**src/rtl/matrix_stream_host.sv**
```systemverilog
// Host-side streaming driver for the matrix multiplier: buffers operand rows,
// streams A then B rows to the core, then collects result rows into a readable buffer.
module matrix_stream_host #(
  parameter int WIDTH        = 8,
  parameter int NUM_ELEMENTS = 4,
  parameter int MATRIX_WIDTH = 4,
  parameter int TIMEOUT      = 64
) (
  input  logic                              clk,
  input  logic                              reset,
  input  logic                              ld_valid,
  input  logic [$clog2(2*MATRIX_WIDTH)-1:0] ld_addr,
  input  logic [NUM_ELEMENTS*WIDTH-1:0]     ld_data,
  input  logic                              start,
  output logic                              busy,
  output logic                              done,
  output logic                              err_timeout,
  input  logic [$clog2(MATRIX_WIDTH)-1:0]   res_addr,
  output logic [NUM_ELEMENTS*WIDTH-1:0]     res_data,
  output logic [NUM_ELEMENTS*WIDTH-1:0]     mm_rdata,
  output logic                              mm_read_en,
  output logic                              mm_write_en,
  input  logic [NUM_ELEMENTS*WIDTH-1:0]     mm_res,
  input  logic                              mm_write_ready
);
  localparam int ROW_W = NUM_ELEMENTS * WIDTH;
  localparam int OPS   = 2 * MATRIX_WIDTH;
  localparam int RA_W  = $clog2(MATRIX_WIDTH);
  localparam int LA_W  = $clog2(OPS);
  localparam int CNT_W = $clog2(OPS + 1);
  localparam int WT_W  = (TIMEOUT > 1) ? $clog2(TIMEOUT) : 1;

  localparam logic [CNT_W-1:0] SEND_END  = CNT_W'(OPS);
  localparam logic [RA_W-1:0]  RES_LAST  = RA_W'(MATRIX_WIDTH - 1);
  localparam logic [WT_W-1:0]  WAIT_LAST = WT_W'(TIMEOUT - 1);

  typedef enum logic [2:0] {
    S_IDLE,
    S_SEND,
    S_WAIT,
    S_COLLECT,
    S_DONE
  } state_t;

  state_t           state;
  logic [ROW_W-1:0] op_buf  [OPS];
  logic [ROW_W-1:0] res_buf [MATRIX_WIDTH];
  logic [CNT_W-1:0] row_cnt;
  logic [RA_W-1:0]  res_cnt;
  logic [WT_W-1:0]  wait_cnt;
  logic             ld_we;
  logic [ROW_W-1:0] first_row;

  assign ld_we = ld_valid && (state == S_IDLE) && (int'(ld_addr) < OPS);

  // A row-0 load on the start edge must reach the stream, so bypass the buffer.
  assign first_row = (ld_we && (ld_addr == '0)) ? ld_data : op_buf[0];

  assign res_data = (int'(res_addr) < MATRIX_WIDTH) ? res_buf[res_addr] : '0;

  always_ff @(posedge clk or posedge reset) begin
    if (reset) begin
      state       <= S_IDLE;
      busy        <= 1'b0;
      done        <= 1'b0;
      err_timeout <= 1'b0;
      mm_read_en  <= 1'b0;
      mm_write_en <= 1'b0;
      mm_rdata    <= '0;
      row_cnt     <= '0;
      res_cnt     <= '0;
      wait_cnt    <= '0;
      for (int i = 0; i < OPS; i++) op_buf[i] <= '0;
      for (int i = 0; i < MATRIX_WIDTH; i++) res_buf[i] <= '0;
    end else begin
      done <= 1'b0;
      if (ld_we) op_buf[ld_addr] <= ld_data;
      case (state)
        // DONE already reports not-busy, so a start there is taken back-to-back.
        S_IDLE, S_DONE: begin
          state <= S_IDLE;
          if (start) begin
            state       <= S_SEND;
            busy        <= 1'b1;
            err_timeout <= 1'b0;
            mm_read_en  <= 1'b1;
            mm_rdata    <= first_row;
            row_cnt     <= CNT_W'(1);
          end
        end
        S_SEND: begin
          if (row_cnt == SEND_END) begin
            mm_read_en  <= 1'b0;
            mm_write_en <= 1'b1;
            wait_cnt    <= '0;
            state       <= S_WAIT;
          end else begin
            mm_rdata <= op_buf[row_cnt[LA_W-1:0]];
            row_cnt  <= row_cnt + CNT_W'(1);
          end
        end
        S_WAIT: begin
          if (mm_write_ready) begin
            res_buf[0] <= mm_res;
            res_cnt    <= RA_W'(1);
            state      <= S_COLLECT;
          end else if (wait_cnt == WAIT_LAST) begin
            err_timeout <= 1'b1;
            mm_write_en <= 1'b0;
            busy        <= 1'b0;
            state       <= S_IDLE;
          end else begin
            wait_cnt <= wait_cnt + WT_W'(1);
          end
        end
        S_COLLECT: begin
          if (mm_write_ready) begin
            res_buf[res_cnt] <= mm_res;
            res_cnt          <= res_cnt + RA_W'(1);
            if (res_cnt == RES_LAST) begin
              done        <= 1'b1;
              busy        <= 1'b0;
              mm_write_en <= 1'b0;
              state       <= S_DONE;
            end
          end
        end
        default: state <= S_IDLE;
      endcase
    end
  end
endmodule

```
**config.mk**
```make
export PLATFORM = sky130hd
export DESIGN_NAME = matrix_stream_host
export DESIGN_NICKNAME = d
export VERILOG_FILES = /design/src/rtl/matrix_stream_host.sv
export SDC_FILE = /design/constraint.sdc
export NUM_CORES = 1
export LEC_CHECK = 0
export ABC_AREA = 0
export CAP_MARGIN = 20
export CORE_AREA = 10 10 219 221
export CTS_CLUSTER_SIZE = 20
export DETAILED_ROUTE_END_ITERATION = 16
export DIE_AREA = 0 0 229 231
export GPL_ROUTABILITY_DRIVEN = 0
export PLACE_DENSITY = 0.66
export SLEW_MARGIN = 30
export SYNTH_ARGS = -nofsm -noshare
export SYNTH_HDL_FRONTEND = slang
export SYNTH_SLANG_ARGS = --single-unit
```
**constraint.sdc**
```tcl
create_clock -name clk -period 17.8 [get_ports clk]
set_input_delay 2.67 -clock clk [delete_from_list [all_inputs] [get_ports clk]]
set_output_delay 2.67 -clock clk [all_outputs]
set_load 0.02 [all_outputs]
```
==> results.md <==
* EDFF count, synth at 0
* RSZ-0062 raised after global routing: no
* Fillers at 3676
* Post-route clock period utilization at 0.406
* R2R Setup Slk at 14.52 ns
* Die height at 231 µm
* Root Buffer: clkbuf_16
* Setup TNS at 0 ns
* VDD IR max at 84.9 µV
* Complex-gate fraction of the synthesized area at 0.0366
* First-pass GRT wire length at 71.5 mm
* Rel. slew slack at 0.367
* Max-Cap Viols at 0
* Synth Area in Adders at 0.00452
* Number of CTS-inserted buffers at 48
* Finished Layout Cells at 1975
* Drt first pass iters at 4
* ANT nets after route at 0
* Power, Total at 3.80 mW
* Vias per inst at 5.66
* Hold buffer count at cts at 0
* Largest net degree at the start of global routing at 128
* WP data required at 15.13 ns
* Worst Skew at 0.0195 ns
* Seq/Total Area, Yosys at 0.563
* Ys flop type: dfrtp_1
* Largest fanout on the critical path at 32
* Met1 global-route usage at 0.230
* Starting Density at 0.443
* Worst Hold Launch: op_buf[29]
* Post-synthesis mux area share at 0.340
* Die ar. at 0.0529 mm²
* Clk pin slew, worst setup/hold paths at 0.06 ns
* Critical R2R Capture: mm_rdata[12]
* Per-cell routed wire length at 22.8 µm
* Simple-gate area share of the yosys netlist at 0.0315
* Area fraction of the dominant cell type after synthesis at 0.563
* Cell count after placement at 1886
* Core area at 0.0437 mm²
* WHS Endpoint: op_buf[29]
* FMAX at 0.138 GHz
* CTS Sinks at 436
* DRC violations left at 0
* Asr flop ratio synth at 1.00
* Worst-Skew Late Latency at 0.58 ns
* Syn nets at 1292
* Xor and xnor area share after synthesis at 0.000905
* GRT Overall Usage at 0.170
* CTS tree: done
* Final setup vio count at 0
* Largest family of logic cells by synthesized area: multiplexers
* Vias in the first global route at 11.9k
* Layout cells sized above 1 at 0.430
* Outcome: finished clean
* Iteration-0 DRC Markers at 671
* Ranking of synthesized cells by area: dfrtp_1 56%, mux2_2 21%, mux4_2 11%
* Setup WS pre-CTS at 10.42 ns
* Post-route cell area at 0.0229 mm²
* Critical Path AT at 4.56 ns
* CTS H-Tree Depth at 2
* Post-DP Area at 0.0213 mm²
* Average size of a mapped cell at 16.0 µm²
* Synth area leader: dfrtp_1
* Area grow syn2layout at 18.5%
* Die Width at 229 µm
* Detailed Route WL at 45.0 mm
* P_leak at 10.6 nW
* Via Count at 11.2k
* Setup bufs post-CTS at 0
* GR peak layer: met2
* Crit end category: output port
* Cts repair resizes at 0
* Final nets at 1425
* Cell count after synthesis at 1211
* Pwr per Cell Area at 166 mW/mm²
* Post-detail-place hpwl at 26.8 mm
* HP Class: flip-flop to flip-flop
* Hold path depth at 1
* ANT cells at 0
* Slew Viols, Final at 0
* Worst setup margin at 10.57 ns
* Worst-Margin Slew at 0.947 ns
* Cell Area, Synth at 0.0194 mm²
* Longest Clk Path Bufs at 3
* #FFs+latches synth at 436
* R2r worst-path depth at 5
* Post-layout min period at 7.23 ns
* Register area at 0.0109 mm²
* Startpoint Class: primary input
* Syn. warnings at 0
* I/O pin cnt at 143
* Final core utilization at 0.524
* Worst hold slack at 0.493 ns
* Unique cell type count in the Yosys netlist at 47
* Grt ovf at 0
* FF-to-FF Start: state[0]
* Cell Rows at 77
* Met3 Usage GRT at 0.0369
* Initial antenna violation count at 4
* Final Hold Fails at 0
* # port buffers at 142
* Met2 GRT Util at 0.272
* Area of the multi-input gates at 0.00805 mm²
* Crit path kind: primary input to output port
## per-layer routing
| layer | vias up | wire length, µm | share of wire |
|---|---|---|---|
| met1 | 6032 | 20300 | 0.45 |
| met4 | 8 | 997 | 0.022 |
| met3 | 71 | 2330 | 0.052 |
| met5 | - | 54 | 0.0012 |
| met2 | 229 | 21300 | 0.47 |
| li1 | 4838 | - | - |
## registers in the layout, summed over array words and instances, names as in the netlist
| signal | cells |
|---|---|
| mm_rdata | 32 |
| busy | 1 |
| row_cnt | 4 |
| mm_write_en | 1 |
| op_buf | 256 |
| err_timeout | 1 |
| res_cnt | 2 |
| mm_read_en | 1 |
| wait_cnt | 6 |
| done | 1 |
| state | 3 |
| res_buf | 128 |
## worst max-delay path, stage by stage
cell,delay [ns]
buf_2,0.68
mux4_2,0.63
clkdlybuf4s50_1,0.57
## cell usage in the layout (no fill, tap or decap), types with 8 or more instances in the layout
cell and n:
mux2_4 24, clkbuf_16 49, dfrtp_1 434, and3_1 33
clkdlybuf4s50_1 140, nand2_1 15, mux2_2 353, mux4_2 96
inv_1 9, clkinv_2 12, o21ai_0 9, buf_4 19
a211o_1 30, a22o_1 30, nor2_1 17, clkbuf_8 16
clkbuf_1 8
## power breakdown
part | leakage [nW] | internal, mW | total [mW] | switching [mW]
logic | 4.19 | 0.718 | 1.22 | 0.505
clock network | 0.789 | 0.573 | 0.979 | 0.406
registers | 5.61 | 1.37 | 1.60 | 0.229
## layout make-up
| type | instances | share of cell area |
|---|---|---|
| Sequential cell | 436 | 0.476 |
| Clock buffer | 73 | 0.0644 |
| Inverter | 10 | 0.00218 |
| Multi-Input combinational cell | 683 | 0.351 |
| Clock inverter | 16 | 0.00453 |
| Tap cell | 592 | 0.0323 |
| Timing Repair Buffer | 165 | 0.0700 |
## cells by family after synthesis
group	after synthesis
flip-flops	436
AO/OA/AOI/OAI	90
adder cells (fa/ha/maj)	7
multiplexers	480
AND/OR/NAND/NOR	104
XOR/XNOR	2
buffers and inverters	92
## worst max-delay path by stage
stage                           start      endpoint  slack [ns]  cells after the start
after floorplan                 reset          busy        2.98                      1
after global placement    res_addr[0]   res_data[1]       10.53                      3
after detailed placement  res_addr[0]  res_data[11]       10.42                      3
after CTS                 res_addr[0]  res_data[11]       10.42                      3
after global routing      res_addr[1]  res_data[29]       10.47                      3
final                     res_addr[1]  res_data[29]       10.57                      3
## Yosys cell counts, drive strengths merged, types with 3 or more instances
library cell	instances
a21oi	8
nor3	6
nand2	16
dfrtp	436
nor2	18
a22oi	3
clkbuf	25
nand3b	4
o21ai	9
nor3b	6
inv	10
a22o	30
ha	7
mux2	384
and2	3
and3	33
mux4	96
nand3	4
a211o	30
buf	57
o31ai	3
Note: power is estimated with default switching activity, not from simulation.
